[config.mk]
export PLATFORM = sky130hd
export DESIGN_NAME = load_store_unit
export DESIGN_NICKNAME = d
export VERILOG_FILES = /design/src/rtl/lsu_pkg.sv /design/src/rtl/lsu_align.sv /design/src/rtl/load_store_unit.sv
export SDC_FILE = /design/constraint.sdc
export NUM_CORES = 1
export LEC_CHECK = 0
export BUFFER_PORTS_ARGS = -buffer_cell sky130_fd_sc_hd__buf_2
export CAP_MARGIN = 30
export CORE_UTILIZATION = 53
export CTS_BUF_LIST = sky130_fd_sc_hd__clkbuf_4
export DETAILED_ROUTE_END_ITERATION = 10
export PLACE_DENSITY = 0.89
export SYNTH_ARGS = -nofsm -noshare
export SYNTH_HDL_FRONTEND = slang
export SYNTH_HIERARCHICAL = 1
export SYNTH_SLANG_ARGS = --single-unit
[constraint.sdc]
create_clock -name clk -period 2.4 [get_ports clk]
set_clock_uncertainty 0.05 [all_clocks]
set_input_delay 0.36 -clock clk [delete_from_list [all_inputs] [get_ports clk]]
set_output_delay 0.36 -clock clk [all_outputs]
set_load 0.02 [all_outputs]
[src/rtl/lsu_pkg.sv]
// Shared definitions for the load/store unit: funct3 codes, FSM states and
// a helper to size the bus-timeout counter.
package lsu_pkg;

    localparam logic [2:0] F3_B  = 3'b000;
    localparam logic [2:0] F3_H  = 3'b001;
    localparam logic [2:0] F3_W  = 3'b010;
    localparam logic [2:0] F3_BU = 3'b100;
    localparam logic [2:0] F3_HU = 3'b101;

    typedef enum logic [1:0] {
        IDLE   = 2'd0,
        CHECK  = 2'd1,
        ACCESS = 2'd2,
        RESP   = 2'd3
    } lsu_state_e;

    // Bits needed to count from 0 up to max_count inclusive.
    function automatic int unsigned cnt_width(input int unsigned max_count);
        return (max_count < 2) ? 1 : $clog2(max_count + 1);
    endfunction

endpackage

[src/rtl/lsu_align.sv]
// Combinational lane logic: store strobes / data replication and
// load byte/halfword extraction with sign or zero extension.
module lsu_align
    import lsu_pkg::*;
(
    input  logic [2:0]  i_funct3,
    input  logic [1:0]  i_addr_lo,
    input  logic [31:0] i_wdata,
    input  logic [31:0] i_rdata,
    output logic [3:0]  o_wstrb,
    output logic [31:0] o_wdata,
    output logic [31:0] o_rdata
);

    logic [7:0]  w_byte;
    logic [15:0] w_half;

    // Store side: strobe placement and replication of the store operand.
    always_comb begin
        o_wstrb = 4'b1111;
        o_wdata = i_wdata;
        case (i_funct3[1:0])
            2'b00: begin
                o_wstrb = 4'b0001 << i_addr_lo;
                o_wdata = {4{i_wdata[7:0]}};
            end
            2'b01: begin
                o_wstrb = 4'b0011 << {i_addr_lo[1], 1'b0};
                o_wdata = {2{i_wdata[15:0]}};
            end
            default: begin
                o_wstrb = 4'b1111;
                o_wdata = i_wdata;
            end
        endcase
    end

    // Load side: pick the addressed lane, then extend to 32 bits.
    always_comb begin
        w_byte  = i_rdata[{i_addr_lo, 3'b000} +: 8];
        w_half  = i_addr_lo[1] ? i_rdata[31:16] : i_rdata[15:0];
        o_rdata = i_rdata;
        case (i_funct3)
            F3_B:    o_rdata = {{24{w_byte[7]}}, w_byte};
            F3_H:    o_rdata = {{16{w_half[15]}}, w_half};
            F3_BU:   o_rdata = {24'd0, w_byte};
            F3_HU:   o_rdata = {16'd0, w_half};
            default: o_rdata = i_rdata;
        endcase
    end

endmodule

[src/rtl/load_store_unit.sv]
// Multi-cycle load/store unit: accepts one request, checks legality and
// alignment, performs a single memory access with timeout, returns one response.
module load_store_unit
    import lsu_pkg::*;
#(
    parameter int unsigned TIMEOUT_CYCLES = 255
) (
    input  logic        clk,
    input  logic        rst_n,
    input  logic        i_req_valid,
    output logic        o_req_ready,
    input  logic        i_req_is_store,
    input  logic [2:0]  i_req_funct3,
    input  logic [31:0] i_req_addr,
    input  logic [31:0] i_req_wdata,
    output logic        o_mem_req,
    output logic        o_mem_we,
    output logic [31:0] o_mem_addr,
    output logic [31:0] o_mem_wdata,
    output logic [3:0]  o_mem_wstrb,
    input  logic        i_mem_ack,
    input  logic [31:0] i_mem_rdata,
    output logic        o_resp_valid,
    output logic [31:0] o_resp_rdata,
    output logic        o_resp_misaligned,
    output logic        o_resp_fault
);

    localparam int unsigned CNT_W = cnt_width(TIMEOUT_CYCLES);
    localparam logic [CNT_W-1:0] CNT_LAST = CNT_W'(TIMEOUT_CYCLES - 1);

    lsu_state_e r_state, w_state_next;

    logic             r_is_store;
    logic [2:0]       r_funct3;
    logic [31:0]      r_addr;
    logic [31:0]      r_wdata;
    logic [CNT_W-1:0] r_cnt;
    logic [31:0]      r_resp_rdata;
    logic             r_resp_mis;
    logic             r_resp_fault;

    logic        w_accept;
    logic        w_illegal;
    logic        w_misaligned;
    logic        w_in_access;
    logic        w_timeout;
    logic [3:0]  w_wstrb;
    logic [31:0] w_wdata;
    logic [31:0] w_rdata;

    lsu_align u_align (
        .i_funct3  (r_funct3),
        .i_addr_lo (r_addr[1:0]),
        .i_wdata   (r_wdata),
        .i_rdata   (i_mem_rdata),
        .o_wstrb   (w_wstrb),
        .o_wdata   (w_wdata),
        .o_rdata   (w_rdata)
    );

    assign w_accept    = i_req_valid && (r_state == IDLE);
    assign w_in_access = (r_state == ACCESS);
    // Ack on the final allowed cycle takes priority over the timeout.
    assign w_timeout   = w_in_access && !i_mem_ack && (r_cnt == CNT_LAST);

    // Legality and alignment of the captured request.
    always_comb begin
        w_illegal = 1'b1;
        case (r_funct3)
            F3_B, F3_H, F3_W: w_illegal = 1'b0;
            F3_BU, F3_HU:     w_illegal = r_is_store;
            default:          w_illegal = 1'b1;
        endcase
        w_misaligned = ((r_funct3 == F3_H || r_funct3 == F3_HU) && r_addr[0]) ||
                       ((r_funct3 == F3_W) && (r_addr[1:0] != 2'b00));
    end

    // Next-state and output decode.
    always_comb begin
        w_state_next      = r_state;
        o_req_ready       = 1'b0;
        o_mem_req         = 1'b0;
        o_mem_we          = 1'b0;
        o_mem_addr        = 32'd0;
        o_mem_wdata       = 32'd0;
        o_mem_wstrb       = 4'd0;
        o_resp_valid      = 1'b0;
        o_resp_rdata      = 32'd0;
        o_resp_misaligned = 1'b0;
        o_resp_fault      = 1'b0;
        case (r_state)
            IDLE: begin
                o_req_ready = 1'b1;
                if (w_accept) w_state_next = CHECK;
            end
            CHECK: begin
                w_state_next = (w_illegal || w_misaligned) ? RESP : ACCESS;
            end
            ACCESS: begin
                o_mem_req  = 1'b1;
                o_mem_we   = r_is_store;
                o_mem_addr = {r_addr[31:2], 2'b00};
                if (r_is_store) begin
                    o_mem_wdata = w_wdata;
                    o_mem_wstrb = w_wstrb;
                end
                if (i_mem_ack || w_timeout) w_state_next = RESP;
            end
            RESP: begin
                o_resp_valid      = 1'b1;
                o_resp_rdata      = r_resp_rdata;
                o_resp_misaligned = r_resp_mis;
                o_resp_fault      = r_resp_fault;
                w_state_next      = IDLE;
            end
            default: w_state_next = IDLE;
        endcase
    end

    // State register.
    always_ff @(posedge clk or negedge rst_n) begin
        if (!rst_n) r_state <= IDLE;
        else        r_state <= w_state_next;
    end

    // Capture the request on acceptance; later input changes are ignored.
    always_ff @(posedge clk or negedge rst_n) begin
        if (!rst_n) begin
            r_is_store <= 1'b0;
            r_funct3   <= 3'd0;
            r_addr     <= 32'd0;
            r_wdata    <= 32'd0;
        end else if (w_accept) begin
            r_is_store <= i_req_is_store;
            r_funct3   <= i_req_funct3;
            r_addr     <= i_req_addr;
            r_wdata    <= i_req_wdata;
        end
    end

    // Timeout counter: zero outside ACCESS, counts unacknowledged cycles inside.
    always_ff @(posedge clk or negedge rst_n) begin
        if (!rst_n)                       r_cnt <= '0;
        else if (!w_in_access)            r_cnt <= '0;
        else if (!i_mem_ack && !w_timeout) r_cnt <= r_cnt + 1'b1;
    end

    // Response payload, latched on the transition into RESP.
    always_ff @(posedge clk or negedge rst_n) begin
        if (!rst_n) begin
            r_resp_rdata <= 32'd0;
            r_resp_mis   <= 1'b0;
            r_resp_fault <= 1'b0;
        end else if (r_state == CHECK) begin
            r_resp_rdata <= 32'd0;
            r_resp_fault <= w_illegal;
            r_resp_mis   <= !w_illegal && w_misaligned;
        end else if (w_in_access && i_mem_ack) begin
            r_resp_rdata <= r_is_store ? 32'd0 : w_rdata;
            r_resp_fault <= 1'b0;
            r_resp_mis   <= 1'b0;
        end else if (w_timeout) begin
            r_resp_rdata <= 32'd0;
            r_resp_fault <= 1'b1;
            r_resp_mis   <= 1'b0;
        end
    end

endmodule
# After elaboration in Yosys (flattened, before gate mapping)
# Cells that the tools add are included.
# totals
regBits	112
in_bits	104
out_inout_bits	106
wordCells	81
# op_classes
n_addsub	1
n_eq_ne	12
shift	3
muxes	33
reduce_logical	23
# ops
op	n
$mux 32	8
$pmux 32 s4	1
$pmux 32 s2	1
$shiftx 32x6->8	1
$mux 16	1
$mux 8	2
$mux 1	13
$add 8x1->8 const B	1
$eq 8x8->1 const B	1
$logic_and 1x1->1	8
$mux 4	2
$pmux 2 s4	1
$pmux 4 s2	1
$eq 3x3->1 const B	2
$eq 2x1->1 const B	2
$eq 2x2->1 const B	2
$logic_not 2->1	2
$logic_or 1x1->1	4
$mux 2	2
$ne 2x1->1 const B	2
$shl 1x2->4 const A	1
$shl 2x2->4 const A	1
$eq 3x1->1 const B	1
$eq 3x2->1 const B	1
9 further kinds	11

# Logic depth before layout (Yosys ltp)
# logic_depth
depth_word	7
mapped_depth	9
mapped_depth_nobuf	7

# Hierarchy
# The synthesis kept the hierarchy.
# by_module_without_submodules
mod	n_inst	cells_per_inst	area_per_inst_um2	seq_area_each_um2
load_store_unit	1	412	5143.7	2802.7
lsu_align	1	182	1306.3	0.0

# Worst setup path after synthesis
# OpenSTA, ideal clock, no wires.
# synth_timing
kind	register -> output
start	reg r_funct3[1]
end	out o_mem_wdata[10]
arrival_time_ns	1.548
required_ns	1.990
setup_slack_ns	0.442
stages_incl_launch_ff	5
n_path_buf	1
path_cell_list	dfrtp_1 -> buf_6 -> nor2_2 -> mux2_2 -> and3_1
# synth_via
elab_chain_cells	4
elab_cells_between_ends	5
classes_between	eq/ne (1); mux (3); reduce/logical (1)
# synth_lines
item	line	source
start, declared	load_store_unit.sv:35	logic [2:0] r_funct3;
start signal, assigned	load_store_unit.sv:136	r_funct3 <= i_req_funct3;
$eq 2x1->1 / $logic_not 2->1 (equally long branches)	lsu_align.sv:22	case (i_funct3[1:0])
$pmux 32 s2 *	lsu_align.sv:22	
via w_wdata[10]	load_store_unit.sv:49	logic [31:0] w_wdata;
$mux 32 *	load_store_unit.sv:104	if (r_is_store) begin
$mux 32 *	load_store_unit.sv:92	case (r_state)
end, declared	load_store_unit.sv:19	output logic [31:0] o_mem_wdata,
# Mark *: on every way through the listed nets, which the timed path passes. The rest lies on a longest branch.

# Worst setup path after layout
# layout_timing
start	reg r_funct3[0]
end	out o_mem_wdata[26]
# The elaborated chain is that of the path after synthesis.

==> results.toml <==
[pwr]
clkPwrFrac = 0.084
comb_power_share = 0.570
leakage_uw = 0.00405
power_density_mw_per_mm2 = 1280
p_int_uw = 5590
p_switching_uw = 4270
swShare = 0.433
irDropWorstVdd_mv = 0.771
seqPwrFrac = 0.345

[placement]
dp_slack_ps = 240
place.gp.congestion = 0.922
hpwl_um = 11900
io_buffers = 207

[synth]
yosysTopAreaCellShare = 0.435
yosysTopAreaCell = "dfrtp_1"
synth-edff-count = 0
syn_avg_cell_area_um2 = 10.9
netlist_area_mm2 = 0.00645
synth_flop_cell = "dfrtp_1"
ys.warnings.count = 6
synth_area_leaders = "dfrtp_1 (43%), mux2_2 (15%), and2_1 (6.3%)"
ys_seq_area_frac = 0.435
ys_types = 55
synth-async-reset-ratio = 1.00
synth-seq-cells = 112
synthesis.instances = 594

[global_route]
first_global_vias = 5327
track_usage = 0.262
grt_antenna_before_repair = 0
grt_max_degree = 83
grt_first_pass_wirelength_um = 25800
grt_overflow = 0

[floorplan]
start_util = 0.555
die_height_um = 112
num_rows = 39
core_area_mm2 = 0.0116
dieWidth_um = 112
ios = 210
die_area_mm2 = 0.0126

[timing]
setup-tns-final_ps = 0
setup_viol = 0
rsz0062_at_grt = "no"
fmax_ghz = 0.432
tightestPinTransition_ps = 573
fin_crit_ps = 2310
slew_viol_final = 0
hold_viol = 0
period_share = 0.964
worst_slack_ps = 87.1
slew_headroom = 0.618

[worst_setup_path]
cp_slowest_stage_delay_ps = 470
crit_slowest_cell = "dfrtp_2"
startpoint_type = "flip-flop"
path_delay_family = "flip-flops"
worst-setup-path-type = "reg -> out"
ff2ff_setup_slack_ps = 190
endpoint_kind = "output pin"
critPathArrivalTime_ps = 1900
path_cells = "buf_4, mux2i_1, o21ai_0, and3_1, buf_2"
cp_num_buf_inv = 2
cp_max_fo = 9
cp.required_ps = 1990

[clock_network]
clk_latency_ps = 480
clkTransAtPathRegs_ps = 180
cts_num_sinks = 112
tritoncts = "yes"
clock_path_buffers = 2
cts_max_level = 3
cts_inserted_buffers = 9
cts_root_buf = "clkbuf_4"

[final_layout]
nets = 890
fillCellCount = 889
final_cell_mix = "buf_2 (206), dfrtp_1 (109), mux2_2 (85), and2_1 (65), and3_1 (36)"
area_growth_pct = 19.8
layout_commonest_cell = "buf_2"
drive_gt1_frac = 0.462
antenna_cells = 0

[route]
drc = 14
postRouteAntennaNets = 0
routed_wl_um = 16400
vias = 5304
drtIter0Drc = 395
via_per_inst = 5.73
drt-wirelength-per-cell_um = 17.7
drt_pre_antenna_iters = 8

[status]
status = "finished, violations left"
violations = "DRC"

[min_path]
min_path_type = "in -> reg"

[run]
drv_cap = 0
[power by group through the flow]
stage	registers (uW)	logic [uW]	clock network (uW)
global placement	3350	5230	0
global route	3510	6040	918
CTS	3380	5520	850
finish	3400	5620	831
floorplan	3160	4320	0
detailed placement	3410	5410	0
[state kept, by name, indices dropped and copies added, names as in the netlist]
name,count
r_resp_mis,1
r_is_store,1
r_cnt,8
r_resp_rdata,32
r_resp_fault,1
r_state,2
r_wdata,32
r_addr,32
r_funct3,3
[routing by layer]
metal	vias up	GRT usage	share of wire
met5	-	0	0
met4	0	0.0960	0.019
met3	28	0.0713	0.079
met2	237	0.448	0.49
met1	2593	0.318	0.41
li1	2446	-	-
[area by class of cell]
cell class / instances / area (um2) / share of cell area
sequential: 112 / 2810 / 0.363
clock buffer: 9 / 67.6 / 0.00874
multi-input combinational: 418 / 3320 / 0.429
timing repair buffer: 228 / 1280 / 0.166
clock inverter: 5 / 35.0 / 0.00453
inverter: 11 / 41.3 / 0.00534
tap: 143 / 179 / 0.0232
[synthesized netlist by cell type (3+ instances only)]
cell type	n
o21ai_0	24
o22a_1	3
and3_1	36
inv_1	11
nand2b_1	8
a22o_1	33
mux2i_1	10
ha_1	6
a21oi_1	10
a22oi_1	4
nand2_1	35
a2bb2oi_1	3
buf_4	13
buf_2	16
a221o_1	8
buf_6	6
o21ai_2	11
nor2b_1	21
mux2_2	85
clkbuf_1	18
dfrtp_1	112
and2_1	65
nand3_1	4
a21o_1	3
nor2_1	13
[through the flow]
stage | area, um2 | total power, uW | utilization | instances | hold WS (ps)
2_1_floorplan | 6450 | 7480 | - | 595 | 14.4
3_3_place_gp | 7520 | 8580 | 0.648 | 908 | 265
3_5_place_dp | 7520 | 8820 | 0.648 | 908 | 271
4_1_cts | 7680 | 9740 | 0.661 | 925 | 12.5
5_1_grt | 7730 | 10500 | 0.665 | 926 | 2.75
6_report | 7730 | 9860 | 0.665 | 926 | 40.3
[cell families after synthesis]
| group | synth area share |
|---|---|
| AND/OR/NAND/NOR | 0.183 |
| AO/OA/AOI/OAI | 0.139 |
| flip-flops | 0.435 |
| multiplexers | 0.171 |
| buffers and inverters | 0.0572 |
| adder cells (fa/ha/maj) | 0.0116 |
| XOR/XNOR | 0.00407 |
| other | 0.000581 |
[path summary, 6_finish.rpt]
check,to,cells past startpoint,start
max in group asynchronous,r_is_store,3,rst_n
hold reg to reg,r_resp_rdata[2],1,r_resp_rdata[2]
min in group asynchronous,r_addr[24],2,rst_n
setup / recovery,o_mem_wdata[26],5,r_funct3[0]
hold / removal,r_wdata[17],2,i_req_wdata[17]
setup reg to reg,r_resp_rdata[28],8,r_state[0]
[what timing repair did]
action                     CTS  global route
pin swaps                    1             2
hold endpoints to repair    30             0
hold buffers                 1             0
gates resized for setup      7            11
buffers inserted             2             1
setup endpoints to repair   54            28
Power figures use the tool's default switching activity.
